**config.mk**
```make
export PLATFORM = sky130hd
export DESIGN_NAME = fetch_stage
export DESIGN_NICKNAME = d
export VERILOG_FILES = /design/src/rtl/fetch_stage_wires.sv /design/src/rtl/fetch_queue.sv /design/src/rtl/fetch_stage.sv
export SDC_FILE = /design/constraint.sdc
export NUM_CORES = 1
export LEC_CHECK = 0
export ABC_AREA = 0
export BUFFER_PORTS_ARGS = -buffer_cell sky130_fd_sc_hd__buf_2
export CORE_MARGIN = 2
export CORE_UTILIZATION = 53
export DETAILED_ROUTE_END_ITERATION = 10
export PLACE_DENSITY = 0.81
export RECOVER_POWER = 50
export SYNTH_ARGS = -nofsm -noshare
export SYNTH_HDL_FRONTEND = slang
export SYNTH_SLANG_ARGS = --single-unit
export TNS_END_PERCENT = 100
```
**constraint.sdc**
```tcl
create_clock -name clk -period 11.8 [get_ports clk]
set_input_delay 2.95 -clock clk [delete_from_list [all_inputs] [get_ports clk]]
set_output_delay 2.95 -clock clk [all_outputs]
set_load 0.02 [all_outputs]
```
**src/rtl/fetch_stage_wires.sv**
```systemverilog
// Shared types for the fetch stage: memory-side records, queue entries and FSM states.
package fetch_stage_wires;

    typedef struct packed {
        logic [31:0] mem_rdata;
        logic        mem_ready;
    } mem_out_type;

    typedef struct packed {
        logic        mem_valid;
        logic        mem_fence;
        logic        mem_instr;
        logic [31:0] mem_addr;
        logic [31:0] mem_wdata;
        logic [3:0]  mem_wstrb;
    } mem_in_type;

    typedef struct packed {
        logic [31:0] pc;
        logic [31:0] instr;
        logic        comp;
    } fetch_entry_type;

    typedef enum logic [1:0] {
        IDLE  = 2'd0,
        RUN   = 2'd1,
        FENCE = 2'd2
    } fetch_state_type;

    typedef struct packed {
        logic            push;
        logic            pop;
        logic            flush;
        fetch_entry_type data;
    } queue_in_type;

    typedef struct packed {
        logic            valid;
        fetch_entry_type head;
    } queue_out_type;

    // Anything whose low two bits are not 2'b11 is a 16-bit compressed encoding.
    function automatic logic is_comp(input logic [31:0] instr);
        return instr[1:0] != 2'b11;
    endfunction

endpackage

```
**src/rtl/fetch_queue.sv**
```systemverilog
// Small instruction FIFO between the PC generator and decode.
// Flush has priority over push/pop; the head entry reads out combinationally.
module fetch_queue
    import fetch_stage_wires::*;
#(
    parameter int DEPTH = 1
)
(
    input  logic             clk,
    input  logic             rst,
    input  queue_in_type     q_in,
    output queue_out_type    q_out,
    output logic [DEPTH:0]   count
);

    localparam int ENTRIES = 2 ** DEPTH;

    fetch_entry_type  mem_q [ENTRIES];
    fetch_entry_type  mem_d [ENTRIES];
    logic [DEPTH-1:0] wptr_q, wptr_d;
    logic [DEPTH-1:0] rptr_q, rptr_d;
    logic [DEPTH:0]   count_q, count_d;

    always_comb begin
        mem_d   = mem_q;
        wptr_d  = wptr_q;
        rptr_d  = rptr_q;
        count_d = count_q;
        if (q_in.flush) begin
            wptr_d  = '0;
            rptr_d  = '0;
            count_d = '0;
        end else begin
            if (q_in.push) begin
                mem_d[wptr_q] = q_in.data;
                wptr_d        = wptr_q + (DEPTH)'(1);
            end
            if (q_in.pop) begin
                rptr_d = rptr_q + (DEPTH)'(1);
            end
            if (q_in.push && !q_in.pop) begin
                count_d = count_q + (DEPTH + 1)'(1);
            end else if (!q_in.push && q_in.pop) begin
                count_d = count_q - (DEPTH + 1)'(1);
            end
        end
    end

    always_ff @(posedge clk) begin
        if (rst) begin
            wptr_q  <= '0;
            rptr_q  <= '0;
            count_q <= '0;
        end else begin
            wptr_q  <= wptr_d;
            rptr_q  <= rptr_d;
            count_q <= count_d;
        end
    end

    // Storage needs no reset: entries are only visible while count is non-zero.
    always_ff @(posedge clk) begin
        mem_q <= mem_d;
    end

    always_comb begin
        q_out.valid = count_q != '0;
        q_out.head  = q_out.valid ? mem_q[rptr_q] : '0;
    end

    assign count = count_q;

endmodule

```
**src/rtl/fetch_stage.sv**
```systemverilog
// PC generator and instruction issue stage: requests instructions from the fetchbuffer,
// queues the responses and hands them to decode, handling redirects and fence.i.
module fetch_stage
    import fetch_stage_wires::*;
#(
    parameter logic [31:0] RESET_PC    = 32'h8000_0000,
    parameter int          QUEUE_DEPTH = 1
)
(
    input  logic        clk,
    input  logic        rst,
    input  logic        redirect_valid,
    input  logic [31:0] redirect_addr,
    input  logic        redirect_fence,
    input  mem_out_type fetchbuffer_out,
    output mem_in_type  fetchbuffer_in,
    output logic        dec_valid,
    output logic [31:0] dec_pc,
    output logic [31:0] dec_npc,
    output logic [31:0] dec_instr,
    output logic        dec_comp,
    input  logic        dec_ready
);

    localparam logic [QUEUE_DEPTH:0] CAPACITY = (QUEUE_DEPTH + 1)'(2 ** QUEUE_DEPTH);

    typedef struct packed {
        fetch_state_type state;
        logic [31:0]     pc;
    } reg_type;

    reg_type                r_q, r_d;
    queue_in_type           q_in;
    queue_out_type          q_out;
    logic [QUEUE_DEPTH:0]   q_count;
    logic [31:0]            rdata;
    logic                   comp;
    logic                   fire;
    logic                   unused_addr_bit;

    assign unused_addr_bit = redirect_addr[0];

    always_comb begin
        r_d                      = r_q;
        q_in                     = '0;
        fetchbuffer_in           = '0;
        fetchbuffer_in.mem_instr = 1'b1;
        rdata                    = fetchbuffer_out.mem_rdata;
        comp                     = is_comp(rdata);

        // Request only depends on registered state, so dec_ready never reaches mem_valid.
        case (r_q.state)
            IDLE: begin
                r_d.state = RUN;
            end
            RUN: begin
                fetchbuffer_in.mem_valid = q_count < CAPACITY;
                fetchbuffer_in.mem_addr  = r_q.pc;
            end
            FENCE: begin
                fetchbuffer_in.mem_valid = 1'b1;
                fetchbuffer_in.mem_fence = 1'b1;
                fetchbuffer_in.mem_addr  = r_q.pc;
                r_d.state                = RUN;
            end
            default: begin
                r_d.state = IDLE;
            end
        endcase

        fire      = (r_q.state == RUN) && fetchbuffer_in.mem_valid && fetchbuffer_out.mem_ready;
        q_in.pop  = q_out.valid && dec_ready;

        if (redirect_valid) begin
            q_in.flush = 1'b1;
            q_in.pop   = 1'b0;
            r_d.pc     = {redirect_addr[31:1], 1'b0};
            if (r_q.state == RUN && redirect_fence) begin
                r_d.state = FENCE;
            end
        end else if (fire) begin
            q_in.push       = 1'b1;
            q_in.data.pc    = r_q.pc;
            q_in.data.instr = comp ? {16'h0000, rdata[15:0]} : rdata;
            q_in.data.comp  = comp;
            r_d.pc          = r_q.pc + (comp ? 32'd2 : 32'd4);
        end
    end

    always_ff @(posedge clk) begin
        if (rst) begin
            r_q.state <= IDLE;
            r_q.pc    <= {RESET_PC[31:1], 1'b0};
        end else begin
            r_q <= r_d;
        end
    end

    fetch_queue #(
        .DEPTH (QUEUE_DEPTH)
    ) u_queue (
        .clk   (clk),
        .rst   (rst),
        .q_in  (q_in),
        .q_out (q_out),
        .count (q_count)
    );

    assign dec_valid = q_out.valid;
    assign dec_pc    = q_out.head.pc;
    assign dec_instr = q_out.head.instr;
    assign dec_comp  = q_out.head.comp;
    assign dec_npc   = q_out.valid ? q_out.head.pc + (q_out.head.comp ? 32'd2 : 32'd4) : 32'd0;

endmodule

```
Word-level counts from Yosys, hierarchy flattened
Cells that the tools add are included.
{"block": "totals", "regBits": 168, "input_bits": 70, "out_inout_bits": 169}
{"block": "op_classes", "addsub": 6, "n_lt_le_gt_ge": 4, "eq_ne": 3, "muxes": 26, "bitwise": 3, "n_reduce_logical": 18}
{"op": "$mux W65", "count": 7}
{"op": "$mux W32", "count": 5}
{"op": "$bwmux W130", "count": 1}
{"op": "$demux W65 S1", "count": 1}
{"op": "$add A32 B3 Y32", "count": 2}
{"op": "$mux W2", "count": 5}
{"op": "$reduce_or A2 Y1", "count": 4}
{"op": "$logic_and A1 B1 Y1", "count": 7}
{"op": "$mux W3", "count": 2}
{"op": "$reduce_bool A2 Y1", "count": 3}
{"op": "$ge A2 B2 Y1 const B", "count": 2}
{"op": "$not A1 Y2", "count": 2}
{"op": "$pmux W2 S2", "count": 1}
{"op": "$mux W1", "count": 3}
{"op": "$add A1 B1 Y1 const B", "count": 2}
{"op": "$add A2 B1 Y2 const B", "count": 1}
{"op": "$eq A2 B1 Y1 const B", "count": 1}
{"op": "$eq A2 B2 Y1 const B", "count": 1}
{"op": "$logic_not A1 Y1", "count": 2}
{"op": "$logic_not A2 Y1", "count": 1}
{"op": "$lt A2 B1 Y1 const B", "count": 1}
{"op": "$lt A2 B2 Y1 const B", "count": 1}
{"op": "$ne A2 B2 Y1 const B", "count": 1}
{"op": "$pmux W1 S2", "count": 1}
{"op": "3 further kinds", "count": 3}

Logic depth before layout (Yosys ltp)
{"block": "logic_depth", "depth_word": 10, "mapped_depth": 15, "ltp_nobuf": 11}

Modules after synthesis
Synthesis repeated with hierarchy kept, for this count alone.
{"block": "unflattened", "hier_cells": 828, "hier_area_um2": 8922.3}
{"mod": "fetch_queue", "n_inst": 1, "cells_per_inst": 295, "area_per_inst_um2": 5092.4}
{"mod": "fetch_stage", "n_inst": 1, "cells_per_inst": 533, "area_per_inst_um2": 3829.9}

Worst setup path after synthesis
Ideal clock, no wire load.
{"block": "synth_path", "kind": "input-to-reg", "start": "input port redirect_valid", "end": "register u_queue.mem_q[100] in the netlist's numbering, enable pin", "setup_ps": 644, "arrival_ps": 9321, "t_required_ps": 11156, "setup_slack_ps": 1835, "path_stages": 2, "n_path_buf": 1, "path_cell_list": "clkbuf_1 > nor4_1"}
{"block": "synth_via", "elab_chain_cells": 3, "elab_cells_between_ends": 4, "classes_between": "mux (2); bitwise (1); reduce/logical (1)"}
{"item": "from (decl)", "line": "fetch_stage.sv:12", "source": "input logic redirect_valid,"}
{"item": "$mux W2", "line": "fetch_stage.sv:74", "source": "if (redirect_valid) begin"}
{"item": "$not A1 Y1 (no line)"}
{"item": "$reduce_and A2 Y1 (no line) *"}
{"item": "to (signal assigned)", "line": "fetch_queue.sv:63", "source": "mem_q <= mem_d;"}
{"item": "to (decl)", "line": "fetch_queue.sv:18", "source": "fetch_entry_type mem_q [ENTRIES];"}
Mark *: on every way between the ends. The rest lies on a longest branch, timed or not.
A chain may end at the register's enable or synchronous reset.

Worst setup path in the final report
{"block": "layout_path", "start": "register u_queue.count_q[1], in the netlist u_queue.count[1]", "end": "output port dec_npc[16]"}
{"block": "layout_via", "elab_chain_cells": 5}
{"item": "from (decl)", "line": "fetch_queue.sv:22", "source": "logic [DEPTH:0] count_q, count_d;"}
{"item": "from (signal assigned)", "line": "fetch_queue.sv:57", "source": "count_q <= count_d;"}
{"item": "$reduce_bool A2 Y1 *", "line": "fetch_queue.sv:67", "source": "q_out.valid = count_q != '0;"}
{"item": "$mux W65", "line": "fetch_queue.sv:68", "source": "q_out.head = q_out.valid ? mem_q[rptr_q] : '0;"}
{"item": "$mux W3", "line": "fetch_stage.sv:113", "source": "assign dec_npc = q_out.valid ? q_out.head.pc + (q_out.head.comp ? 32'd2 : 32'd4) : 32'd0;"}
{"item": "$add A32 B3 Y32", "line": "fetch_stage.sv:113"}
{"item": "$mux W32 *", "line": "fetch_stage.sv:113"}
{"item": "to (decl)", "line": "fetch_stage.sv:19", "source": "output logic [31:0] dec_npc,"}
Marks and branches as above.

==> reports/results.ini <==
[power_and_ir_drop]
p_leak_nw=4.25
vdd_drop_max_uv=91.8
powerDensity_nw_per_um2=122
fin_total_pwr_mw=1.26

[setup_path]
crit_path_start_kind=flop
cp-end-kind=output port
rr_endpoint=u_queue.count[1]
reg2reg_from=r_q[32]
crit_fanout=78
worstRegToRegCells=8
cp_data_required_time_ps=8850
path_class=flop to output port
crit_arrival_ps=4540
rrSetupSlack_ps=6950

[cts]
cts_resized=0
ctsHoldBuffers=0
cts.sinks=165
cts_buffer_depth=2
cts_tree=yes
htreeDepth=4
cts_root_buf=clkbuf_16
cts_made_buffers=17
clk_latency_ps=420
post_cts_buffers=0
clk_pin_slew_ps=60

[sta]
post-route-period-util_pct=63.5
worst_slew_pin_slew_ps=2770
slew_headroom_pct=-84.5
drv_slew=110
finalSetupViolations=0
skew_ps=13.1
fin_tns_setup_ps=0
hold_viol=0
min_period_ps=7490
fmax_ghz=0.134
rsz0062_at_grt=no
fin_ws_ps=4310

[route]
drc=0
dr.pass1.iters=5
drt_iter0_drc=451
routed_via_density=5.31
num_vias=6428
drt-total-wl_um=20000
wl_per_cell_um=16.5
ant_nets=0

[die]
rows=47
io_pins=239
die_w_um=133
die_h_um=133
fp.coreArea_um2=16500
dieArea_um2=17700
start_util_pct=53.7

[global_routing]
grt_pass1_wl_um=31100
grt_max_degree=79
grt_use_total_pct=22.3
grt_pass1_vias=6091
grt-ovfl-total=0
antenna_found_initial=0

[job]
maxCapViolCount=2

[cells_and_area]
layout-drive-gt1-share_pct=26.9
seq_area_um2=4590
antennaDiodeCount=0
final_cell_mix=buf_2, edfxtp_1, nor2_1, mux2i_1, and2_0
final_common_cell=buf_2
n_fill_cell=1351
area_growth_pct=17.0
final_cells=1211
multi_input_area_um2=3790
fin_nets=1058

[synthesis]
synth_seq_area_share_pct=51.8
ys_types=53
yosysTopAreaCellShare_pct=43.5
ys_seq_elements=165
synth_area_leaders=edfxtp_1, dfxtp_1, mux2i_1
synth_area_per_cell_um2=11.0
synthesis.area_um2=8840
synth_cells=805
yosysWarnings=0
synth_top_area_cell=edfxtp_1

[status]
violations=max-capacitance violations, max-slew violations
outcome=complete, but fails checks

[place]
post-place-ws_ps=4730
dp_hpwl_um=14000
routabilityCongestion=0.843
io_buffers=197
dp.cells=1179

[worst_hold_path]
hold_path.class=flop to flop
worst_hold_startpoint=u_queue.wptr_q
holdPathEnd=u_queue.wptr_q
holdPathStages=2

-- registers in the layout (all words and copies together), names as in the netlist --
name / cells
u_queue.rptr_q: 1
u_queue.wptr_q: 1
u_queue.count: 2
u_queue.mem_q: 128
r_q: 33
-- area by class of cell --
type | instances | area share, %
sequential | 165 | 44.4
multi-input combinational | 567 | 36.6
timing repair buffer | 206 | 10.1
clock buffer | 22 | 4.60
tap | 220 | 2.66
clock inverter | 10 | 0.944
inverter | 21 | 0.762
-- worst max-delay path by stage --
stage | end | slack (ps) | cells after the start | from
after global routing | dec_npc[16] | 3920 | 12 | u_queue.count[1]
after detailed placement | dec_npc[16] | 4730 | 12 | u_queue.count[1]
after floorplan | u_queue.mem_q[100] | 1840 | 2 | redirect_valid
final | dec_npc[16] | 4310 | 12 | u_queue.count[1]
after CTS | dec_npc[16] | 4270 | 12 | u_queue.count[1]
after global placement | dec_npc[16] | 4760 | 12 | u_queue.count[1]
-- cell usage after synthesis, drive strengths merged --
cell     instances
edfxtp         128
nor2            98
buf             64
mux2i           64
and2            49
dfxtp           37
nand2           37
nor2b           28
xnor2           28
xor2            27
clkbuf          26
nand3           24
nor4            23
nor3            22
a211oi          21
inv             21
and3            18
nand4           13
a21oi           10
nand3b           9
o21ai            9
and4             8
ha               8
mux2             5
nor3b            3
o21bai           3
a22oi            2
a311oi           2
conb             2
fa               2
nor4b            2
o31ai            2
or3              2
a2111oi          1
a2bb2oi          1
nand2b           1
nand4b           1
o211ai           1
o41ai            1
or2              1
or4b             1
-- metrics by stage --
stage                     area, um2  utilization, %  hold slack [ps]
final                         10300            62.8              562
after detailed placement       9810            59.6              557
after floorplan                8980               -              480
after CTS                     10400            63.0              570
after global placement         9810            59.6              535
after global routing          10300            62.8              590
-- layer usage --
layer	global-route usage (%)	up-vias	part of all wire (%)
met4	8.33	0	2.1
met2	37.1	228	48
met1	30.4	3058	45
met5	0	-	0
li1	-	3113	-
met3	2.51	29	4.9
-- power breakdown --
part | leakage (nW) | internal [mW] | switching (mW)
Combinational | 2.23 | 0.0310 | 0.0614
Sequential | 1.74 | 0.630 | 0.0127
Clock | 0.282 | 0.311 | 0.219
Total | 4.25 | 0.971 | 0.293
-- kinds of logic (layout without fill, tap and decap cells) --
group / Yosys count / after routing / synth area share [%]
simple gates: 340 / 340 / 21.9
xor+xnor: 55 / 55 / 5.45
mux: 69 / 69 / 7.88
fa+ha+maj: 10 / 10 / 1.58
other cells: 2 / 40 / 0.0849
buf+inv: 111 / 259 / 6.95
compound gates: 53 / 53 / 4.27
flops: 165 / 165 / 51.8
-- worst max-delay path, cell delays in order (launching register included) --
cell and delay, ps:
dfxtp_1 390, nor2_4 130, buf_4 660, inv_1 470
nand2_1 240, inv_1 80, ha_1 280, a21oi_1 120
nor4_2 250, nand4_1 500, nor4_1 470, mux2_2 370
buf_2 160
Note: power is estimated with default switching activity, not from simulation.
